**src/rtl/ant_pkg.sv**
```systemverilog
// Shared types and helpers for the ant movement stage: heading encoding,
// default arena size and per-heading grid deltas.
package ant_pkg;

    localparam int unsigned GRID_W_DEF = 16;
    localparam int unsigned GRID_H_DEF = 16;
    localparam int unsigned BUMP_W     = 8;

    typedef enum logic [1:0] {
        HEAD_N = 2'd0,
        HEAD_E = 2'd1,
        HEAD_S = 2'd2,
        HEAD_W = 2'd3
    } head_t;

    function automatic int head_dx(input head_t h);
        case (h)
            HEAD_E:  return 1;
            HEAD_W:  return -1;
            default: return 0;
        endcase
    endfunction

    function automatic int head_dy(input head_t h);
        case (h)
            HEAD_N:  return 1;
            HEAD_S:  return -1;
            default: return 0;
        endcase
    endfunction

    // Opposing turn requests cancel out.
    function automatic head_t head_rot(input head_t h, input logic tl, input logic tr);
        case ({tl, tr})
            2'b10:   return head_t'(2'(h - 2'd1));
            2'b01:   return head_t'(2'(h + 2'd1));
            default: return h;
        endcase
    endfunction

endpackage

```
**src/rtl/ant_tick_gen.sv**
```systemverilog
// Step prescaler: tick_o is high for one cycle out of every TICK_DIV,
// during the cycle in which the free-running count sits at TICK_DIV-1.
module ant_tick_gen #(
    parameter int unsigned TICK_DIV = 25000000
) (
    input  logic CLK,
    input  logic reset,
    output logic tick_o
);

    localparam int unsigned CW = (TICK_DIV > 1) ? $clog2(TICK_DIV) : 1;

    logic [CW-1:0] cnt_q, cnt_d;
    logic          tick_q, tick_d;

    // tick is registered, so it is decoded one count early.
    always_comb begin
        cnt_d  = cnt_q + CW'(1);
        tick_d = (cnt_q == CW'(TICK_DIV - 2));
        if (cnt_q == CW'(TICK_DIV - 1)) begin
            cnt_d = '0;
        end
    end

    always_ff @(posedge CLK or negedge reset) begin
        if (!reset) begin
            cnt_q  <= '0;
            tick_q <= 1'b0;
        end else begin
            cnt_q  <= cnt_d;
            tick_q <= tick_d;
        end
    end

    assign tick_o = tick_q;

endmodule

```
**src/rtl/ant_mover.sv**
```systemverilog
// Ant position/heading update and antenna sensing, driven by the step tick.
// Optional bump counter output is enabled by defining ANT_BUMP_CNT_EN.
module ant_mover
    import ant_pkg::*;
#(
    parameter int unsigned GRID_W     = GRID_W_DEF,
    parameter int unsigned GRID_H     = GRID_H_DEF,
    parameter int unsigned TICK_DIV   = 25000000,
    parameter int unsigned START_X    = 0,
    parameter int unsigned START_Y    = 0,
    parameter int unsigned START_HEAD = 1
) (
    input  logic                         CLK,
    input  logic                         reset,
    input  logic                         FW,
    input  logic                         TLeft,
    input  logic                         TRight,
    input  logic [GRID_W*GRID_H-1:0]     wallMap,
    output logic [$clog2(GRID_W)-1:0]    posX,
    output logic [$clog2(GRID_H)-1:0]    posY,
    output logic [1:0]                   heading,
    output logic                         LAntenna,
    output logic                         RAntenna,
    output logic                         step
`ifdef ANT_BUMP_CNT_EN
    ,
    output logic [BUMP_W-1:0]            bumpCount
`endif
);

    localparam int unsigned XW    = $clog2(GRID_W);
    localparam int unsigned YW    = $clog2(GRID_H);
    localparam int unsigned CELLS = GRID_W * GRID_H;
    localparam int unsigned IW    = $clog2(CELLS);

    logic          tick;
    logic [XW-1:0] pos_x_q, pos_x_d;
    logic [YW-1:0] pos_y_q, pos_y_d;
    head_t         head_q, head_d;
    logic          step_q, step_d;
    logic          lant_q, lant_d;
    logic          rant_q, rant_d;
    int            ahead_x, ahead_y, right_x, right_y;
    logic          ahead_wall_c, right_wall_c;
`ifdef ANT_BUMP_CNT_EN
    logic [BUMP_W-1:0] bump_q, bump_d;
`endif

    ant_tick_gen #(
        .TICK_DIV (TICK_DIV)
    ) u_tick_gen (
        .CLK    (CLK),
        .reset  (reset),
        .tick_o (tick)
    );

    // Off-arena coordinates read as wall and never reach the map index.
    function automatic logic cell_blocked(input int x, input int y,
                                          input logic [CELLS-1:0] map);
        logic [IW-1:0] idx;
        idx = '0;
        if (x < 0 || y < 0 || x >= int'(GRID_W) || y >= int'(GRID_H)) begin
            return 1'b1;
        end
        idx = IW'(y * int'(GRID_W) + x);
        return map[idx];
    endfunction

    always_comb begin
        ahead_x      = int'(pos_x_q) + head_dx(head_q);
        ahead_y      = int'(pos_y_q) + head_dy(head_q);
        right_x      = int'(pos_x_q) + head_dx(head_t'(2'(head_q + 2'd1)));
        right_y      = int'(pos_y_q) + head_dy(head_t'(2'(head_q + 2'd1)));
        ahead_wall_c = cell_blocked(ahead_x, ahead_y, wallMap);
        right_wall_c = cell_blocked(right_x, right_y, wallMap);
    end

    // Forward uses the pre-rotation heading; rotation lands in the same tick.
    always_comb begin
        pos_x_d = pos_x_q;
        pos_y_d = pos_y_q;
        head_d  = head_q;
        step_d  = 1'b0;
        lant_d  = ahead_wall_c;
        rant_d  = right_wall_c;
`ifdef ANT_BUMP_CNT_EN
        bump_d  = bump_q;
`endif
        if (tick) begin
            step_d = 1'b1;
            head_d = head_rot(head_q, TLeft, TRight);
            if (FW && !ahead_wall_c) begin
                pos_x_d = XW'(ahead_x);
                pos_y_d = YW'(ahead_y);
            end
`ifdef ANT_BUMP_CNT_EN
            if (FW && ahead_wall_c && (bump_q != {BUMP_W{1'b1}})) begin
                bump_d = bump_q + BUMP_W'(1);
            end
`endif
        end
    end

    always_ff @(posedge CLK or negedge reset) begin
        if (!reset) begin
            pos_x_q <= XW'(START_X);
            pos_y_q <= YW'(START_Y);
            head_q  <= head_t'(2'(START_HEAD));
            step_q  <= 1'b0;
            lant_q  <= 1'b0;
            rant_q  <= 1'b0;
`ifdef ANT_BUMP_CNT_EN
            bump_q  <= '0;
`endif
        end else begin
            pos_x_q <= pos_x_d;
            pos_y_q <= pos_y_d;
            head_q  <= head_d;
            step_q  <= step_d;
            lant_q  <= lant_d;
            rant_q  <= rant_d;
`ifdef ANT_BUMP_CNT_EN
            bump_q  <= bump_d;
`endif
        end
    end

    assign posX     = pos_x_q;
    assign posY     = pos_y_q;
    assign heading  = head_q;
    assign step     = step_q;
    assign LAntenna = lant_q;
    assign RAntenna = rant_q;
`ifdef ANT_BUMP_CNT_EN
    assign bumpCount = bump_q;
`endif

endmodule

```
**config.mk**
```make
export PLATFORM = sky130hd
export DESIGN_NAME = ant_mover
export DESIGN_NICKNAME = d
export VERILOG_FILES = /design/src/rtl/ant_pkg.sv /design/src/rtl/ant_tick_gen.sv /design/src/rtl/ant_mover.sv
export SDC_FILE = /design/constraint.sdc
export NUM_CORES = 1
export LEC_CHECK = 0
export CAP_MARGIN = 20
export CORE_MARGIN = 4
export CORE_UTILIZATION = 51
export DETAILED_ROUTE_END_ITERATION = 16
export GPL_ROUTABILITY_DRIVEN = 0
export PLACE_DENSITY = 0.89
export SETUP_SLACK_MARGIN = 0.02
export SLEW_MARGIN = 20
export SYNTH_ARGS = -nofsm -noshare
export SYNTH_HDL_FRONTEND = slang
export SYNTH_HIERARCHICAL = 1
export SYNTH_SLANG_ARGS = --single-unit
```
**constraint.sdc**
```tcl
create_clock -name CLK -period 9.72 [get_ports CLK]
set_clock_uncertainty 0.15 [all_clocks]
set_input_delay 1.944 -clock CLK [delete_from_list [all_inputs] [get_ports CLK]]
set_output_delay 1.944 -clock CLK [all_outputs]
set_load 0.05 [all_outputs]
```
==> impl_results.md <==
- Synth Register Bits: 39
- Post_cts resized: 0
- Count of final max-slew check failures: 0
- Cells after Synth: 672
- CP Cell Sequence: ha_1 -> xor2_1 -> ha_4 -> a31oi_1 -> a2bb2oi_1 -> ha_1 -> inv_1 -> ha_1 -> inv_1 -> fa_1 -> xor2_1 -> nand2_1 -> a211oi_1 -> o41ai_1 -> or4b_4 -> and2_4 -> mux2_4
- WP data required: 9.73 ns
- Initial Utilization: a little over half
- Design area: 10800 um^2
- Slew @ Worst Pin: a little over 1 ns
- Post-Synthesis Cell Area: between 7000 and 8000 um^2
- Share of cells above drive strength 1: approximately 22%
- Reg clk slew, reported paths: 0.06 ns
- Fin crit share: between 50% and 60%
- Clock root cell: clkbuf_16
- Worst hold start: u_tick_gen/tick_o
- CTS sink count: 39
- Vias in the first global route: around 7800
- DR DRC count: 0
- Most common cell after layout, fill and taps aside: clkdlybuf4s50_1
- Max Root-Sink Buffers: 2
- Main flop type after synthesis: dfrtp_1
- Critical Path Slowest Stage Cell: xor2_1
- Final min period: ~5.4 ns
- Status: finished clean
- Post-CTS setup buffers: 0
- Crit path DAT: 5.44 ns
- Ys Warns: 6
- Initial DRT Pass Iterations: 6
- Leak: ~4.2 nW
- M2 GR Usage: 53.5%
- Core ar.: 14800 um^2
- Mapped Nets: 1001
- Met3 GRT Util: 7.00%
- Gr ovfl total: 0
- Count of buffers from port buffering: 273
- Pwr dens: ~53 nW/um^2
- Reg2reg start: heading[0]
- Die height: 132 um
- Post-synth EDFFs: 0
- Hold Path Class: reg -> reg
- Library cells used by synthesis: between 70 and 80
- Setup Viol. Count Final: 0
- Via count: 7614
- CP Capture Type: register
- Slew HR: 31.6%
- Met1 usage: 37.4%
- CTS tree: built
- Initial antenna violation count: 1
- Max VDD drop: 55.5 uV
- Final wirelength: about 28000 um
- Rows: 44
- Antenna Nets Post-Route: 0
- # hold bufs at CTS: 0
- Via-per-instance ratio: between 6 and 7
- Fmax: between 0.15 and 0.2 GHz
- HPWL Detailed: 22700 um
- Die X: 132 um
- WS Path Type: reg -> reg
- Synth Area per Inst: 11.6 um^2
- Max_cap viols: 0
- Wire per inst: 25.3 um
- Setup_tns: 0 ns
- Layout Utilization: 73.2%
- Fin Hold WS: about 0.26 ns
- Largest stage delay on the critical path: 0.67 ns
- Placed cell areas: 10600 um^2
- H-tree depth: 2
- Most frequent cells in the layout: clkdlybuf4s50_1, mux4_2, ha_1
- Critical Path Fanout Max: 12
- Die area: 17300 um^2
- Clock Latency Late Sink: 0.28 ns
- RSZ-0062 raised after global routing: false
- Area Growth Syn to Fin: 38.7%
- Hold Fails Final Rpt: 0
- Seq/Total Area, Yosys: about 13%
- Nets: 1240
- Ports: 274
- Post-synth ARST share: 100%
- Most used routing layer: met2
- Worst Setup Start Kind: register
- Largest net degree at the start of global routing: 66
- Crit-path most repeated cell: ha_1
- First-pass GRT wire length: 43100 um
- Detailed router's first-iteration violation count: 747
- Total GRT Usage: 31.1%
- Worst Setup SP: heading[0]
- Cts bufs inserted: 5
==> cells by family after synthesis <==
group,share of synthesized area [%]
simple gates,13.2
xor+xnor,4.39
fa+ha+maj,11.3
buf+inv,4.67
mux,46.8
flops,12.5
compound gates,7.08
==> worst max-delay path, delay by kind of cell (launching register included) <==
family	cells	cell delay, ns
compound gates	4	0.81
xor+xnor	2	0.83
fa+ha+maj	5	1.45
buf+inv	2	0.13
flops	1	0.61
mux	1	0.30
simple gates	3	1.03
==> Yosys cell counts (all sizes together) (2+ instances only) <==
| library cell | count | share of area [%] |
|---|---|---|
| mux4 | 149 | 43 |
| ha | 64 | 10 |
| nand2 | 43 | 2.1 |
| dfrtp | 38 | 12 |
| nor2 | 36 | 1.7 |
| inv | 34 | 1.6 |
| o21ai | 25 | 1.7 |
| buf | 24 | 1.9 |
| xnor2 | 24 | 2.7 |
| clkbuf | 23 | 1.1 |
| nand3 | 20 | 1.3 |
| nor3 | 20 | 1.3 |
| a21oi | 19 | 1.3 |
| mux2i | 15 | 1.9 |
| xor2 | 15 | 1.7 |
| mux2 | 11 | 1.8 |
| nand4 | 10 | 0.80 |
| nor4 | 9 | 0.72 |
| nor4b | 6 | 0.67 |
| or3 | 6 | 0.53 |
| or4 | 6 | 0.69 |
| a21o | 5 | 0.48 |
| a31oi | 5 | 0.40 |
| and2 | 5 | 0.43 |
| and3 | 5 | 0.48 |
| a211oi | 4 | 0.55 |
| fa | 4 | 1.0 |
| nand3b | 4 | 0.39 |
| nand4b | 4 | 0.45 |
| nor2b | 4 | 0.32 |
| o31ai | 3 | 0.29 |
| a211o | 2 | 0.34 |
| a2bb2oi | 2 | 0.22 |
| a31o | 2 | 0.22 |
| a32oi | 2 | 0.22 |
| nand2b | 2 | 0.16 |
| nor3b | 2 | 0.19 |
| o211ai | 2 | 0.19 |
| or4b | 2 | 0.35 |
==> registers in the layout, summed over array words and instances, names as in the netlist <==
register	flops
step	1
u_tick_gen/cnt_q	25
posY	4
u_tick_gen/tick_o	1
posX	4
LAntenna	1
heading	2
RAntenna	1
==> cell type report <==
class	instances	area (um^2)
diodes	1	2.50
clock buffers	6	129
clock inverters	2	60.1
fillers	955	3950
inverters	34	128
multi-input cells	552	6500
flip-flops and latches	39	977
well taps	184	230
repair buffers	279	2770
==> layer usage <==
metal	share of wire (%)	up-vias
li1	-	3214
met1	34	3766
met2	51	529
met3	9.8	105
met4	5.1	0
met5	0	-
==> power by group <==
group	leakage, nW	internal (W)	switching, W
Combinational	3.57	0.000145	0.0000545
Clock	0.0911	0.000147	0.0000626
Sequential	0.509	0.000163	0.0000000967
==> path summary, 6_finish.rpt <==
check	to	slack (ns)	cells after the start
worst max-delay path	posY[2]	4.29	17
worst min-delay path	step	0.26	0
worst max register to register	posY[2]	4.29	17
worst min register to register	step	0.26	0
max in group asynchronous	u_tick_gen/cnt_q[18]	7.20	1
min in group asynchronous	RAntenna	1.65	1
==> through the flow <==
stage	instances	total power, W	worst slack, ns
after global routing	1097	0.000587	4.01
after detailed placement	1088	0.000362	4.37
after CTS	1096	0.000572	4.36
final	1097	0.000572	4.29
after global placement	1088	0.000357	4.59
after floorplan	672	0.000227	4.70
Note: power is estimated with default switching activity, not from simulation.
